## src/rtl/issue_queue.sv

```systemverilog
// Dual-slot in-order issue queue: circular buffer between decode and issue, two pushes and two pops per cycle.
// Optional ISSUE_QUEUE_BYPASS_EN lets an empty queue forward decode inputs straight to the issue slots.
`ifndef CTRL_BUS
`define CTRL_BUS 32
`endif

module issue_queue #(
    parameter int DEPTH = 4
) (
    input  logic                 clock_i,
    input  logic                 reset_i,
    input  logic                 in_valid_0_i,
    input  logic                 in_valid_1_i,
    input  logic [31:0]          inst0_i,
    input  logic [31:0]          inst1_i,
    input  logic [`CTRL_BUS-1:0] ctrl0_i,
    input  logic [`CTRL_BUS-1:0] ctrl1_i,
    input  logic [31:0]          pc_0_i,
    input  logic [31:0]          pc_1_i,
    input  logic                 pred_0_i,
    input  logic                 pred_1_i,
    input  logic [31:0]          pred_tgt_0_i,
    input  logic [31:0]          pred_tgt_1_i,
    output logic                 ready_o,
    input  logic                 stall_i,
    input  logic                 issue1_stall_i,
    input  logic                 flush_i,
    output logic                 out_valid_0_o,
    output logic                 out_valid_1_o,
    output logic [31:0]          out_inst0_o,
    output logic [31:0]          out_inst1_o,
    output logic [`CTRL_BUS-1:0] out_ctrl0_o,
    output logic [`CTRL_BUS-1:0] out_ctrl1_o,
    output logic [31:0]          out_pc_0_o,
    output logic [31:0]          out_pc_1_o,
    output logic                 out_pred_0_o,
    output logic                 out_pred_1_o,
    output logic [31:0]          out_pred_tgt_0_o,
    output logic [31:0]          out_pred_tgt_1_o
);

    localparam int PW     = $clog2(DEPTH);
    localparam int CNTW   = PW + 1;
    localparam int CTRL_W = `CTRL_BUS;

    typedef struct packed {
        logic [31:0]       inst;
        logic [CTRL_W-1:0] ctrl;
        logic [31:0]       pc;
        logic              pred;
        logic [31:0]       pred_tgt;
    } entry_t;

    entry_t            mem [DEPTH];
    logic [PW-1:0]     head_q;
    logic [PW-1:0]     tail_q;
    logic [CNTW-1:0]   count_q;

    entry_t            in_e0, in_e1, cmp0, cmp1;
    entry_t            slot0, slot1, pres0, pres1, wr0, wr1;
    logic [1:0]        n_in, avail, pops, pop_st, n_wr;
    logic              bypass;

    assign in_e0 = {inst0_i, ctrl0_i, pc_0_i, pred_0_i, pred_tgt_0_i};
    assign in_e1 = {inst1_i, ctrl1_i, pc_1_i, pred_1_i, pred_tgt_1_i};
    assign n_in  = {1'b0, in_valid_0_i} + {1'b0, in_valid_1_i};

    // Depends on registered count only, so upstream sees no input-to-ready path.
    assign ready_o = (count_q <= CNTW'(DEPTH - 2));

    always_comb begin
        // A lone slot-1 instruction is compacted into the first write position.
        cmp0   = in_valid_0_i ? in_e0 : in_e1;
        cmp1   = in_e1;
        slot0  = mem[head_q];
        slot1  = mem[head_q + PW'(1)];
        avail  = (count_q >= CNTW'(2)) ? 2'd2 : count_q[1:0];
        bypass = 1'b0;
        wr0    = cmp0;
        wr1    = cmp1;
        n_wr   = (ready_o && !flush_i) ? n_in : 2'd0;
`ifdef ISSUE_QUEUE_BYPASS_EN
        if (count_q == '0 && !flush_i) begin
            bypass = 1'b1;
            slot0  = cmp0;
            slot1  = cmp1;
            avail  = n_in;
        end
`endif
        if (stall_i)
            pops = 2'd0;
        else if (issue1_stall_i && avail >= 2'd1)
            pops = 2'd1;
        else
            pops = avail;
`ifdef ISSUE_QUEUE_BYPASS_EN
        // Bypassed instructions already consumed by issue never enter storage.
        if (bypass) begin
            n_wr = n_in - pops;
            if (pops == 2'd1)
                wr0 = cmp1;
        end
`endif
        pop_st = bypass ? 2'd0 : pops;
    end

    assign out_valid_0_o = (avail >= 2'd1);
    assign out_valid_1_o = (avail >= 2'd2);
    assign pres0 = out_valid_0_o ? slot0 : '0;
    assign pres1 = out_valid_1_o ? slot1 : '0;

    assign out_inst0_o      = pres0.inst;
    assign out_ctrl0_o      = pres0.ctrl;
    assign out_pc_0_o       = pres0.pc;
    assign out_pred_0_o     = pres0.pred;
    assign out_pred_tgt_0_o = pres0.pred_tgt;
    assign out_inst1_o      = pres1.inst;
    assign out_ctrl1_o      = pres1.ctrl;
    assign out_pc_1_o       = pres1.pc;
    assign out_pred_1_o     = pres1.pred;
    assign out_pred_tgt_1_o = pres1.pred_tgt;

    always_ff @(posedge clock_i or posedge reset_i) begin
        if (reset_i) begin
            head_q  <= '0;
            tail_q  <= '0;
            count_q <= '0;
        end else if (flush_i) begin
            head_q  <= '0;
            tail_q  <= '0;
            count_q <= '0;
        end else begin
            head_q  <= head_q + PW'(pop_st);
            tail_q  <= tail_q + PW'(n_wr);
            count_q <= count_q + CNTW'(n_wr) - CNTW'(pop_st);
        end
    end

    // Storage is left unreset; count gates every observable use of it.
    always_ff @(posedge clock_i) begin
        if (n_wr != 2'd0)
            mem[tail_q] <= wr0;
        if (n_wr == 2'd2)
            mem[tail_q + PW'(1)] <= wr1;
    end

endmodule
```

## config.mk

```make
export PLATFORM = sky130hd
export DESIGN_NAME = issue_queue
export DESIGN_NICKNAME = d
export VERILOG_FILES = /design/src/rtl/issue_queue.sv
export SDC_FILE = /design/constraint.sdc
export NUM_CORES = 1
export LEC_CHECK = 0
export CAP_MARGIN = 20
export CORE_UTILIZATION = 40
export CTS_BUF_LIST = sky130_fd_sc_hd__clkbuf_16
export DETAILED_ROUTE_END_ITERATION = 6
export PLACE_DENSITY = 0.74
export RECOVER_POWER = 100
export REMOVE_ABC_BUFFERS = 1
export SYNTH_ARGS = -nofsm -noshare
export SYNTH_HDL_FRONTEND = slang
export SYNTH_SLANG_ARGS = --single-unit
```

## constraint.sdc

```tcl
create_clock -name clock_i -period 29.8 [get_ports clock_i]
set_input_delay 5.96 -clock clock_i [delete_from_list [all_inputs] [get_ports clock_i]]
set_output_delay 5.96 -clock clock_i [all_outputs]
set_load 0.01 [all_outputs]
```

* Yosys cells after proc, flatten, opt, wreduce, memory -nomap -nowiden
Memories as Yosys holds them, arrays and structs flattened.
Index checks and enable logic that the tools add are counted.
** Cells by class
- Add/subtract/negate cells :: 7
- Reduce and logical (&&, ||, !) cells :: 4
- Muxes and demuxes :: 14
- Eq/ne operators :: 1
- Magnitude comparators :: 4
** Operators with widths (count)
- $mux 129 :: 3
- $mux 2 :: 6
- $add 2x1->2 const B :: 2
- $add 2x2->2 :: 2
- $mux 1 :: 4
- $add 3x2->3 :: 1
- $ge 3x2->1 const B :: 1
- $le 3x2->1 const B :: 1
- $mux 3 :: 1
- $sub 3x2->3 :: 1
- $add 1x1->2 :: 1
- $eq 2x2->1 const B :: 1
- $ge 2x1->1 const B :: 1
- $ge 2x2->1 const B :: 1
- $logic_and 1x1->1 :: 2
- $reduce_bool 2->1 :: 1
- $logic_not 1->1 :: 1
** Word-level totals
- Bits in registers :: 7
- Memories kept :: 1
- RAM bits :: 516
- Input port bits :: 265
** Memory list
- mem :: words 4, bits a word 129, read ports 2, clocked after memory_dff 0, write ports 2, line 54 : entry_t mem [DEPTH];

* Longest topological paths before layout
- Depth after elaboration :: 8
- Gate-level depth with buffers :: 10

* Worst setup path before layout
Ideal clock, no wire load.
- Path type :: input port to flip-flop
- From :: input port in_valid_0_i
- To :: memory mem[3][0] in the netlist's numbering (enable)
- Library setup time :: 0.802 ns
- Arrival time :: 15.950 ns
- Setup slack :: 13.048 ns
- Cell stages on the path :: 4
- Buffers on the path :: 0
- Cells stage by stage :: ha_1 > and2b_1 > a21oi_1 > nor3b_1
** RTL lines
- start: declaration :: line 12 : input logic in_valid_0_i,
- end: declaration :: line 54

* Worst setup path after layout
- From :: register head_q[0]
- To :: output port out_inst1_o[25]
** On the way
- Longest elaborated chain between the ends :: 3
** RTL lines
- start: declaration :: line 55 : logic [PW-1:0] head_q;
- start signal: assignment :: line 133 : head_q <= head_q + PW'(pop_st);
- $add 2x1->2 :: line 76 : slot1 = mem[head_q + PW'(1)];
- $mem_v2 4x129
- $mux 129 :: line 110 : assign pres1 = out_valid_1_o ? slot1 : '0;
- end: declaration :: line 31 : output logic [31:0] out_inst1_o,
No other way between the ends.

==> results.md <==
* Main combinational cell family by area after synthesis: multiplexers
* Setup Crit Path Kind: flip-flop to primary output
* Vias in the first global route at 20,100
* Slew Viols, Final at 1,592
* Final period util at 60.9%
* Vias at 18,700
* CORE AREA at 0.0794 mm²
* Max cap viols at 34
* Worst setup SP type: flip-flop
* Synthesized area at 0.0323 mm²
* Ratio of cells with drive above 1 in the final layout at 19.5%
* Worst path required time at 23,840 ps
* Post-synthesis async set-or-reset flop share at 1.34%
* DP Worst Slack at 19,100 ps
* Routed Antenna Nets at 0
* Crit path max fanout at 61
* DP Area at 0.0378 mm²
* Post-CTS resize count at 0
* Min-delay worst type: flip-flop to flip-flop
* Status: complete, but fails checks
* # hold bufs at CTS at 0
* First-pass GRT wire length at 127 mm
* XOR/XNOR Fraction of Synth Area at 0.136%
* Syn Inst Count at 1,760
* Synth Warn # at 0
* Post-DP HPWL at 54.6 mm
* Final setup margin at 11,660 ps
* Simple-gate area share of the yosys netlist at 5.54%
* Clock tree buffer depth at 3
* Crit end category: primary output
* H-Tree Depth at 2
* GR Util All Layers at 20.4%
* CTS tree: done
* Final wirelength at 86.6 mm
* DR iter-0 viols at 1,180
* Area Overhead vs Synth at 18.1%
* Register area share after synthesis at 48.6%
* Placer Congestion at 0.809
* Clock Tree Root: clkbuf_16
* Final Hold Vio Count at 0
* Clk slew on worst S/H paths at 60 ps
* Setup violations, final at 0
* Starting density of the core at 40.7%
* Inserted Clock Buffers at 58
* Yosys reg bits at 523
* Hold Slack at 648 ps
* Row cnt at 103
* Die H at 286 µm
* Critical Path AT at 12,180 ps
* I/O pin cnt at 526
* Initial antenna violation count at 14
* Mux share of post-synthesis cell area at 40.7%
* PD cells at 74.5 mW/mm²
* Max_slew headroom at -409%
* Number of nets in the layout at 2,505
* Residual DRC count at 0
* Vias per cell at 5.58
* Syn Area/Cell at 18.3 µm²
* Tmin final at 18,140 ps
* Worst VDD drop at 0.0658 mV
* Synth cell types at 34
* Total negative slack at 0 ps
* Sink Count at 523
* Slew @ Worst Pin at 7630 ps
* Die area at 0.0818 mm²
* DIE WIDTH at 286 µm
* Failing checks: capacitance limit, slew limit
* RSZ-0062 raised after global routing: false
* Total gr overflow at 0
* Clk_skew at 24.1 ps
* Fin area at 0.0381 mm²
* Static Leak at 0.0127 µW
* Clock Latency Late Sink at 620 ps
* Finished Core Util at 48.0%
* Compound-cell area share of the yosys netlist at 0.399%
* Adder-cell share of the synthesized area at 0.240%
* Post-CTS setup buffers at 0
* Main flop type after synthesis: edfxtp_1
* IO buf count at 525
* Post-synth EDFFs at 516
* Largest net degree at the start of global routing at 118
* Achievable Freq at 55.1 MHz
* Wire per inst at 25.9 µm
* Drt pass-1 iters at 7
[routing by layer]
| metal | wire (µm) | track usage (%) |
|---|---|---|
| met5 | 34 | 0 |
| met1 | 35200 | 25.7 |
| met3 | 5210 | 3.49 |
| met4 | 2200 | 6.20 |
| met2 | 44000 | 35.8 |
[critical path, cell delays in order (launching register included)]
cell,delay (ps)
dfrtp_1,1520
clkbuf_1,3020
clkbuf_1,3150
clkbuf_1,2260
mux4_2,720
and2_1,170
dlygate4sd3_1,610
[sequential cells by signal (all words and copies together), names as in the netlist]
| signal | flops |
|---|---|
| count_q | 3 |
| head_q | 2 |
| mem | 516 |
| tail_q | 2 |
[cells in the final DEF (no fill, tap or decap), types with 2 or more instances in the layout]
master / count
nand3_1: 2
buf_4: 2
or3_1: 2
clkbuf_16: 61
nor2_1: 7
inv_1: 11
clkinv_4: 2
fa_1: 2
xor2_1: 2
mux2_4: 14
ha_1: 3
nor2b_1: 5
mux4_2: 258
clkdlybuf4s50_1: 289
and2_1: 241
a21oi_1: 7
and2_0: 18
xnor2_1: 3
nand2_1: 4
edfxtp_1: 516
o21ai_4: 2
nand3b_1: 2
nor3_1: 3
clkinvlp_4: 4
diode_2: 12
clkbuf_1: 31
clkinv_1: 14
o21ai_0: 4
dlygate4sd3_1: 236
mux2_1: 426
mux2_2: 76
bufinv_16: 10
clkinv_2: 11
dfrtp_1: 6
[logic make-up after synthesis]
kind of cell	after synthesis
AOI/OAI and AO/OA	14
xor gates and xnor gates	5
adders and majority gates	5
buffers and inverters	150
DFF	523
muxes	774
and+or+nand+nor	289
[power breakdown]
| group | internal (µW) | leakage, µW | switching (µW) |
|---|---|---|---|
| registers | 890 | 0.00478 | 39.7 |
| logic | 612 | 0.00688 | 544 |
| clock network | 454 | 0.000999 | 299 |
[stage by stage]
stage,total power (µW),cells
after floorplan,1760,1616
after global placement,2170,3224
after detailed placement,2190,3224
after CTS,2950,3332
after global routing,2970,3342
final,2840,3345
[path summary, 6_finish.rpt]
check	startpoint	endpoint	slack [ps]	cells past startpoint
max in group asynchronous	reset_i	head_q[1]	23770	2
max reg2reg	count_q[0]	mem[3][110]	20290	6
min	count_q[2]	count_q[2]	650	2
min in group asynchronous	reset_i	count_q[0]	5740	2
min reg2reg	count_q[2]	count_q[2]	650	2
max	head_q[0]	out_inst1_o[25]	11660	6
[area by class of cell]
cell class,instances,area [µm²]
clock inverters,47,478
diodes,12,30.0
flip-flops and latches,523,15700
well taps,1050,1310
inverters,6,23.8
clock buffers,61,1530
multi-input cells,1087,13700
repair buffers,559,5410
fillers,6996,41300
[synth_stat cells, drive strengths merged (4+ instances only)]
cell,number,area (µm²)
edfxtp,516,15500
mux2,516,7310
and2,259,1620
mux4,258,5810
buf,115,1310
clkbuf,29,109
a21oi,7,46.3
dfrtp,7,175
nor2,7,26.3
inv,6,22.5
o21ai,6,75.1
nor2b,5,31.3
nand2,4,15.0
No activity file was read; power rests on OpenSTA's default activity.
